File: src/rtl/mem_burst_ctrl.sv
// mem_burst_ctrl: burst sequencer; host CMD/WD/RD valid-ready handshakes in, memory WE/EN(active-low)/A/D strobes out, Q sampled into RD
module mem_burst_ctrl #(
  parameter int DW = 8,
  parameter int AW = 2
) (
  input  logic          CLK,
  input  logic          RSTN,
  input  logic          CMD_VALID,
  output logic          CMD_READY,
  input  logic          CMD_WR,
  input  logic [AW-1:0] CMD_ADDR,
  input  logic [AW-1:0] CMD_LEN,
  input  logic          WD_VALID,
  output logic          WD_READY,
  input  logic [DW-1:0] WD,
  output logic          RD_VALID,
  input  logic          RD_READY,
  output logic [DW-1:0] RD,
  output logic          BUSY,
  output logic          DONE,
  output logic          WE,
  output logic          EN,
  output logic [AW-1:0] A,
  output logic [DW-1:0] D,
  input  logic [DW-1:0] Q
);
  typedef enum logic [3:0] {
    IDLE, W_WAIT, W_SETUP, W_STROBE, W_HOLD, R_ADDR, R_SAMPLE, R_OUT, FIN
  } state_t;
  state_t state, state_nx;
  logic [AW-1:0] addr, addr_nx, rem, rem_nx, a_nx;
  logic [DW-1:0] d_nx, rd_nx;
  logic          we_nx, en_nx, rd_valid_nx, done_nx, last;
  assign CMD_READY = state == IDLE;
  assign WD_READY  = state == W_WAIT;
  assign BUSY      = state != IDLE;
  assign last      = rem == '0;
  always_comb begin
    state_nx    = state;
    addr_nx     = addr;
    rem_nx      = rem;
    a_nx        = A;
    d_nx        = D;
    rd_nx       = RD;
    rd_valid_nx = RD_VALID;
    en_nx       = EN;
    we_nx       = 1'b0;
    done_nx     = 1'b0;
    case (state)
      IDLE: if (CMD_VALID) begin
        addr_nx  = CMD_ADDR;
        rem_nx   = CMD_LEN;
        a_nx     = CMD_ADDR;
        en_nx    = 1'b0;
        state_nx = CMD_WR ? W_WAIT : R_ADDR;
      end
      W_WAIT: if (WD_VALID) begin
        d_nx     = WD;
        a_nx     = addr;
        state_nx = W_SETUP;
      end
      W_SETUP: begin
        we_nx    = 1'b1;
        state_nx = W_STROBE;
      end
      W_STROBE: state_nx = W_HOLD;
      W_HOLD: begin
        done_nx  = last;
        rem_nx   = last ? rem : rem - 1'b1;
        addr_nx  = last ? addr : addr + 1'b1;
        state_nx = last ? FIN : W_WAIT;
      end
      R_ADDR: begin
        a_nx     = addr;
        state_nx = R_SAMPLE;
      end
      R_SAMPLE: begin
        rd_nx       = Q;
        rd_valid_nx = 1'b1;
        state_nx    = R_OUT;
      end
      R_OUT: if (RD_READY) begin
        rd_valid_nx = 1'b0;
        done_nx     = last;
        rem_nx      = last ? rem : rem - 1'b1;
        addr_nx     = last ? addr : addr + 1'b1;
        state_nx    = last ? FIN : R_ADDR;
      end
      FIN: begin
        en_nx    = 1'b1;
        state_nx = IDLE;
      end
      default: state_nx = IDLE;
    endcase
  end
  always_ff @(posedge CLK or negedge RSTN) begin
    if (!RSTN) begin
      state    <= IDLE;
      addr     <= '0;
      rem      <= '0;
      A        <= '0;
      D        <= '0;
      RD       <= '0;
      RD_VALID <= 1'b0;
      WE       <= 1'b0;
      EN       <= 1'b1;
      DONE     <= 1'b0;
    end else begin
      state    <= state_nx;
      addr     <= addr_nx;
      rem      <= rem_nx;
      A        <= a_nx;
      D        <= d_nx;
      RD       <= rd_nx;
      RD_VALID <= rd_valid_nx;
      WE       <= we_nx;
      EN       <= en_nx;
      DONE     <= done_nx;
    end
  end
endmodule

File: config.mk
export PLATFORM = sky130hd
export DESIGN_NAME = mem_burst_ctrl
export DESIGN_NICKNAME = d
export VERILOG_FILES = /design/src/rtl/mem_burst_ctrl.sv
export SDC_FILE = /design/constraint.sdc
export NUM_CORES = 1
export LEC_CHECK = 0
export CORE_UTILIZATION = 48
export DETAILED_ROUTE_END_ITERATION = 8
export PLACE_DENSITY = 0.95
export REMOVE_ABC_BUFFERS = 1
export SYNTH_ARGS = -nofsm -noshare
export SYNTH_HDL_FRONTEND = slang
export SYNTH_SLANG_ARGS = --single-unit
File: constraint.sdc
create_clock -name CLK -period 4.4 [get_ports CLK]
set_input_delay 1.32 -clock CLK [delete_from_list [all_inputs] [get_ports CLK]]
set_output_delay 1.32 -clock CLK [all_outputs]
set_load 0.02 [all_outputs]
==> results.sh, run 1 <==
export IMPL_place_hpwl_um=2350
export IMPL_ys_warn_count=0
export IMPL_path_cells="nand2b_1, nor3_2, clkdlybuf4s50_1"
export IMPL_rsz0062_at_grt="false"
export IMPL_required_ns=3.08
export IMPL_final_nets=202
export IMPL_yosys_area_top_type="dfrtp_1"
export IMPL_place_congestion=0.903
export IMPL_antenna_left=0
export IMPL_drc_errors=10
export IMPL_status="finished with violations"
export IMPL_port_buffers=50
export IMPL_drv_cap=0
export IMPL_cts_resized_gates=0
export IMPL_core_area_mm2=0.00281
export IMPL_worstHoldEndpoint="D[1]"
export IMPL_leakagePower_nw=0.933
export IMPL_yosysTopAreaCellShare_pct=50.2
export IMPL_fin_util_pct=73.9
export IMPL_setup_viol=0
export IMPL_firstDrtPassIters=6
export IMPL_fmax_mhz=303
export IMPL_p_per_area_mw_per_mm2=791
export IMPL_antenna_found_initial=0
export IMPL_grt_pass1_wl_um=5380
export IMPL_grt_start_max_net_pins=24
export IMPL_holdBufCountCts=0
export IMPL_ys_flop_type="dfrtp_1"
export IMPL_clk_pin_slew_ns=0.10
export IMPL_root_buffer="clkbuf_4"
export IMPL_finalHoldViolCount=0
export IMPL_arrival_ns=1.98
export IMPL_diodes=0
export IMPL_synthCells=121
export IMPL_grt_usage_pct=22.6
export IMPL_drive_gt1_share_pct=14.2
export IMPL_fillers=200
export IMPL_end_kind="output port"
export IMPL_ys_ff_latch=30
export IMPL_initial_core_util_pct=51.5
export IMPL_htreeDepth=2
export IMPL_r2r_start="state[2]"
export IMPL_clock_skew_final_ns=0.00653
export IMPL_holdCritPathClass="reg2reg"
export IMPL_die_x_um=56.9
export IMPL_tns_ns=0
export IMPL_yosysUniqueCellTypes=40
export IMPL_dr_total_vias=1162
export IMPL_regToRegSetupSlack_ns=2.56
export IMPL_period_needed_ns=3.30
export IMPL_cpPeakStageDelay_ns=0.63
export IMPL_syn_area_mm2=0.00145
export IMPL_routed_wirelength_um=3220
export IMPL_die_y_um=56.9
export IMPL_cts_inserted_buffers=5
export IMPL_drv_slew=0
export IMPL_wl_per_cell_um=15.5
export IMPL_whs_path_depth=1
export IMPL_cts_tree="built"
export IMPL_postCtsSetupBuffers=0
export IMPL_dieArea_mm2=0.00323
export IMPL_grt_pass1_vias=1181
export IMPL_yosys_top_cells_area="dfrtp_1 50%, mux2_1 7.0%, mux2_2 6.2%, mux2i_1 5.5%, nor2b_1 2.2%"
export IMPL_critPathLaunchType="flip-flop"
export IMPL_tightest_slew_ns=1.00
export IMPL_slew_headroom_pct=33.2
export IMPL_worstPathMaxFanout=14
export IMPL_yosysSeqAreaShare_pct=52.0
export IMPL_hold_start="D[1]"
export IMPL_clockBufferDepth=2
export IMPL_clock_sinks=30
export IMPL_async_flop_share_pct=100
export IMPL_critPathKind="reg2out"
export IMPL_std_cell_rows=19
export IMPL_reg2reg_depth=4
export IMPL_ios=51
export IMPL_worstReg2RegEnd="addr[1]"
export IMPL_vias_per_cell=5.61
export IMPL_vdd_drop_max_mv=0.572
export IMPL_violations="design-rule violations"
export IMPL_synth_avg_cell_area_um2=11.9
export IMPL_timing_critical_path_slowest_stage_cell="clkdlybuf4s50_1"
export IMPL_min_period_over_period_pct=74.9
export IMPL_insertion_delay_ns=0.34
export IMPL_drtIter0Drc=47
export IMPL_gr_total_overflow=0
export IMPL_synth_edf_count=0
export IMPL_areaGrowthSynthToFinish_pct=43.4
-- critical path: cells and delay by family, from the launching register on --
family / cells / cell delay (ns)
buffers and inverters: 1 / 0.63
flip-flops: 1 / 0.52
AND/OR/NAND/NOR: 2 / 0.49
-- state kept, by name, indices dropped and copies added, names as in the netlist, 2 cells and up --
| register | count |
|---|---|
| rem | 2 |
| state | 4 |
| A | 2 |
| D | 8 |
| RD | 8 |
| addr | 2 |
-- metal layers --
metal | GRT usage, % | vias up | routed length [um]
met5 | 0 | - | 0
met4 | 11.8 | 0 | 75
met3 | 6.22 | 10 | 247
met2 | 36.7 | 50 | 1660
met1 | 27.2 | 564 | 1240
li1 | - | 538 | -
-- cell usage in the layout, fill, tap and decap left out, types with 2 or more instances in the layout --
| cell | n |
|---|---|
| and3_1 | 2 |
| a21oi_1 | 2 |
| o21ai_0 | 4 |
| nand2_1 | 6 |
| clkbuf_4 | 5 |
| clkdlybuf4s50_1 | 50 |
| nor2_1 | 6 |
| mux2_2 | 8 |
| bufinv_16 | 2 |
| o211a_1 | 2 |
| inv_1 | 7 |
| o21ai_1 | 3 |
| mux2_1 | 9 |
| nand2b_1 | 2 |
| dfrtp_1 | 29 |
| mux2i_1 | 8 |
| nor3_2 | 2 |
| nor2b_1 | 5 |
-- metrics by stage --
step                cell area, um^2  setup slack (ns)  power, W  hold slack [ns]  cells
finish                         2070              1.10   0.00164            0.507    207
global placement               1960              1.52   0.00131            0.472    199
CTS                            2070              1.10   0.00165            0.515    207
global route                   2070              1.01   0.00174            0.539    207
detailed placement             1960              1.47   0.00135            0.484    199
floorplan                      1410              1.97   0.00100            0.489    117
-- worst max-delay path by stage --
stage                         from         to  slack, ns
final                     state[1]   WD_READY       1.10
after global routing      state[1]  CMD_READY       1.01
after detailed placement  state[1]   WD_READY       1.47
after global placement    state[1]   WD_READY       1.52
after CTS                 state[1]   WD_READY       1.10
after floorplan           state[1]  CMD_READY       1.97
-- area by class of cell --
cell class | instances | area, um^2 | area share (%)
flip-flops and latches | 30 | 752 | 36.3
multi-input cells | 80 | 636 | 30.7
repair buffers | 51 | 508 | 24.5
clock inverters | 2 | 60.1 | 2.90
clock buffers | 6 | 51.3 | 2.48
well taps | 31 | 38.8 | 1.87
inverters | 7 | 26.3 | 1.27
-- cells in the mapped netlist (all sizes together) (2+ instances only) --
cell / count
a21oi: 3
and3: 2
buf: 4
dfrtp: 29
inv: 7
mux2: 17
mux2i: 8
nand2: 7
nand2b: 2
nand3: 2
nor2: 7
nor2b: 5
nor3: 3
o211a: 2
o21ai: 7
-- logic make-up after synthesis --
logic type                 Yosys count  synth area share (%)
AOI/OAI and AO/OA                   22                  11.0
muxes                               25                  18.8
DFF                                 30                  52.0
and+or+nand+nor                     32                  13.3
buffers and inverters               11                  3.98
adders and majority gates            1                 0.866
-- report_power, final --
group / switching, W / leakage (nW) / internal [W]
Clock: 0.0000984 / 0.0585 / 0.000192
Sequential: 0.000112 / 0.361 / 0.000410
Combinational: 0.000411 / 0.513 / 0.000414
(Power assumes the default switching activity.)
==> inputs of run 2 (changes only) <==
--- a/config.mk
+++ b/config.mk
@@ -5,9 +5,9 @@
 export SDC_FILE = /design/constraint.sdc
 export NUM_CORES = 1
 export LEC_CHECK = 0
-export CORE_UTILIZATION = 48
+export CORE_UTILIZATION = 40
 export DETAILED_ROUTE_END_ITERATION = 8
-export PLACE_DENSITY = 0.95
+export PLACE_DENSITY = 0.85
 export REMOVE_ABC_BUFFERS = 1
 export SYNTH_ARGS = -nofsm -noshare
 export SYNTH_HDL_FRONTEND = slang
==> constraint.sdc (replaced) <==
create_clock -name CLK -period 2.67 [get_ports CLK]
set_input_delay 0.801 -clock CLK [delete_from_list [all_inputs] [get_ports CLK]]
set_output_delay 0.801 -clock CLK [all_outputs]
set_load 0.02 [all_outputs]
==> run 2 against run 1 <==
The run now ends clean. Non-clock buffer count unchanged. Power increased by 53%. Sequential share of layout area grew 0.48 points. Sequential power grew 66%. Final cell count grew 7.2%. Setup slack lost 0.97 ns. Clock skew is 0.0018 ns lower. Sequential cell count is the same.
==> results.sh, run 2 (synthesis gave the netlist of run 1 again) <==
export IMPL_status="completed"
export IMPL_p_switching_w=0.00102
export IMPL_insertion_delay_ns=0.32
export IMPL_grt_pass1_vias=1182
export IMPL_holdCritPathClass="reg2reg"
export IMPL_antenna_left=0
export IMPL_critPathLaunchType="flip-flop"
export IMPL_routed_wirelength_um=3160
export IMPL_dieArea_mm2=0.00386
export IMPL_dr_total_vias=1156
export IMPL_cts_inserted_buffers=5
export IMPL_clock_skew_final_ns=0.00470
export IMPL_timing_hold_ws_ns=0.489
export IMPL_tightest_slew_ns=0.446
export IMPL_htreeDepth=2
export IMPL_drive_gt1_share_pct=15.9
export IMPL_fillers=276
export IMPL_die_x_um=62.1
export IMPL_tns_ns=0
export IMPL_die_y_um=62.1
export IMPL_firstDrtPassIters=4
export IMPL_slew_headroom_pct=70.3
export IMPL_clock_sinks=30
export IMPL_leakagePower_nw=0.911
export IMPL_p_seq_share_pct=34.6
export IMPL_rsz0062_at_grt="false"
export IMPL_drtIter0Drc=28
export IMPL_grt_start_max_net_pins=31
export IMPL_clockBufferDepth=2
export IMPL_dpl_cell_area_mm2=0.00198
export IMPL_grt_pass1_wl_um=5340
export IMPL_clk_pin_slew_ns=0.09
export IMPL_initial_core_util_pct=42.6
export IMPL_areaGrowthSynthToFinish_pct=42.0
export IMPL_worstPathMaxFanout=14
export IMPL_place_hpwl_um=2420
export IMPL_ios=51
export IMPL_drv_slew=0
export IMPL_internal_power_w=0.00149
export IMPL_fmax_mhz=394
export IMPL_critPathKind="reg2out"
export IMPL_diodes=0
export IMPL_end_kind="output port"
export IMPL_p_clk_share_pct=11.3
export IMPL_arrival_ns=1.74
export IMPL_core_area_mm2=0.00339
export IMPL_final_common_cell="clkdlybuf4s50_1"
export IMPL_required_ns=1.87
export IMPL_multi_input_area_um2=643
export IMPL_vias_per_cell=5.21
export IMPL_cts_tree="built"
export IMPL_finalHoldViolCount=0
export IMPL_min_period_over_period_pct=95.1
export IMPL_place_congestion=0.832
export IMPL_holdBufCountCts=0
export IMPL_total_power_w=0.00251
export IMPL_grt_usage_pct=18.0
export IMPL_seq_area_um2=754
export IMPL_p_per_area_mw_per_mm2=1220
export IMPL_port_buffers=50
export IMPL_drv_cap=0
export IMPL_swShare_pct=40.8
export IMPL_wl_per_cell_um=14.2
export IMPL_fin_area_mm2=0.00205
export IMPL_postCtsSetupBuffers=0
export IMPL_antenna_found_initial=0
export IMPL_drc_errors=0
export IMPL_std_cell_rows=21
export IMPL_period_needed_ns=2.54
export IMPL_gr_total_overflow=0
export IMPL_combPwrFrac_pct=54.1
export IMPL_final_nets=202
export IMPL_regToRegSetupSlack_ns=0.88
export IMPL_reg_top3="D x8, RD x8, state x4"
export IMPL_vdd_drop_max_mv=0.542
export IMPL_final_cell_mix="49 x clkdlybuf4s50_1, 27 x dfrtp_1, 9 x mux2_1, 8 x mux2_2, 8 x mux2i_1"
export IMPL_root_buffer="clkbuf_4"
export IMPL_setup_viol=0
==> run 2: changes by cell type in the layout (fill, tap and decap cells not counted) <==
cell	change
bufinv_16	-2
clkinvlp_4	+1
dfrtp_2	+2
dlygate4sd2_1	+1
clkdlybuf4s50_1	-1
nor2_4	+1
dfrtp_1	-2
nor2_1	-1
clkinv_2	+1
==> run 2: cell type report <==
class / count / area share [%]
Inverter: 7 / 1.28
Clock inverter: 2 / 0.610
Clock buffer: 6 / 2.50
Sequential cell: 30 / 36.8
Tap cell: 46 / 2.80
Multi-Input combinational cell: 80 / 31.3
Timing Repair Buffer: 51 / 24.7
==> run 2: what timing repair did <==
item,4_1_cts,5_1_grt
pin swaps,0,0
gates cloned,0,0
resized for setup,2,3
endpoints found under the setup margin,2,1
==> run 2: worst paths after layout <==
path / start / to / cells past startpoint
setup / recovery: state[1] / CMD_READY / 4
hold / removal: RD_VALID / RD_VALID / 1
setup reg to reg: state[2] / addr[1] / 4
hold reg to reg: RD_VALID / RD_VALID / 1
max in group asynchronous: RSTN / EN / 2
min in group asynchronous: RSTN / WE / 2
==> run 2: routing by layer <==
metal,vias to the layer above,wire length (um),part of all wire (%),track usage (%)
li1,533,-,-,-
met1,563,1250,40,20.4
met2,56,1630,52,30.9
met3,4,237,7.5,5.88
met4,0,35,1.1,7.56
met5,-,0,0,0
==> run 2: per-stage QoR <==
stage | cells | util, % | setup WS (ns)
2_1_floorplan | 117 | - | 0.763
3_3_place_gp | 214 | 58.4 | 0.306
3_5_place_dp | 214 | 58.4 | 0.243
4_1_cts | 222 | 60.3 | 0.0229
5_1_grt | 222 | 60.5 | 0.00509
6_report | 222 | 60.5 | 0.132
==> run 2: power by group through the flow <==
stage / Combinational (W) / Sequential (W) / Clock (W)
2_1_floorplan: 0.000625 / 0.00103 / 0
3_3_place_gp: 0.00132 / 0.000843 / 0
3_5_place_dp: 0.00137 / 0.000865 / 0
4_1_cts: 0.00137 / 0.000858 / 0.000294
5_1_grt: 0.00147 / 0.000903 / 0.000318
6_report: 0.00136 / 0.000869 / 0.000283
==> run 2: critical path, stage by stage (launching register included) <==
cell,delay [ns]
dfrtp_2,0.51
nor2_4,0.18
nand2_1,0.08
inv_1,0.05
clkdlybuf4s50_1,0.59
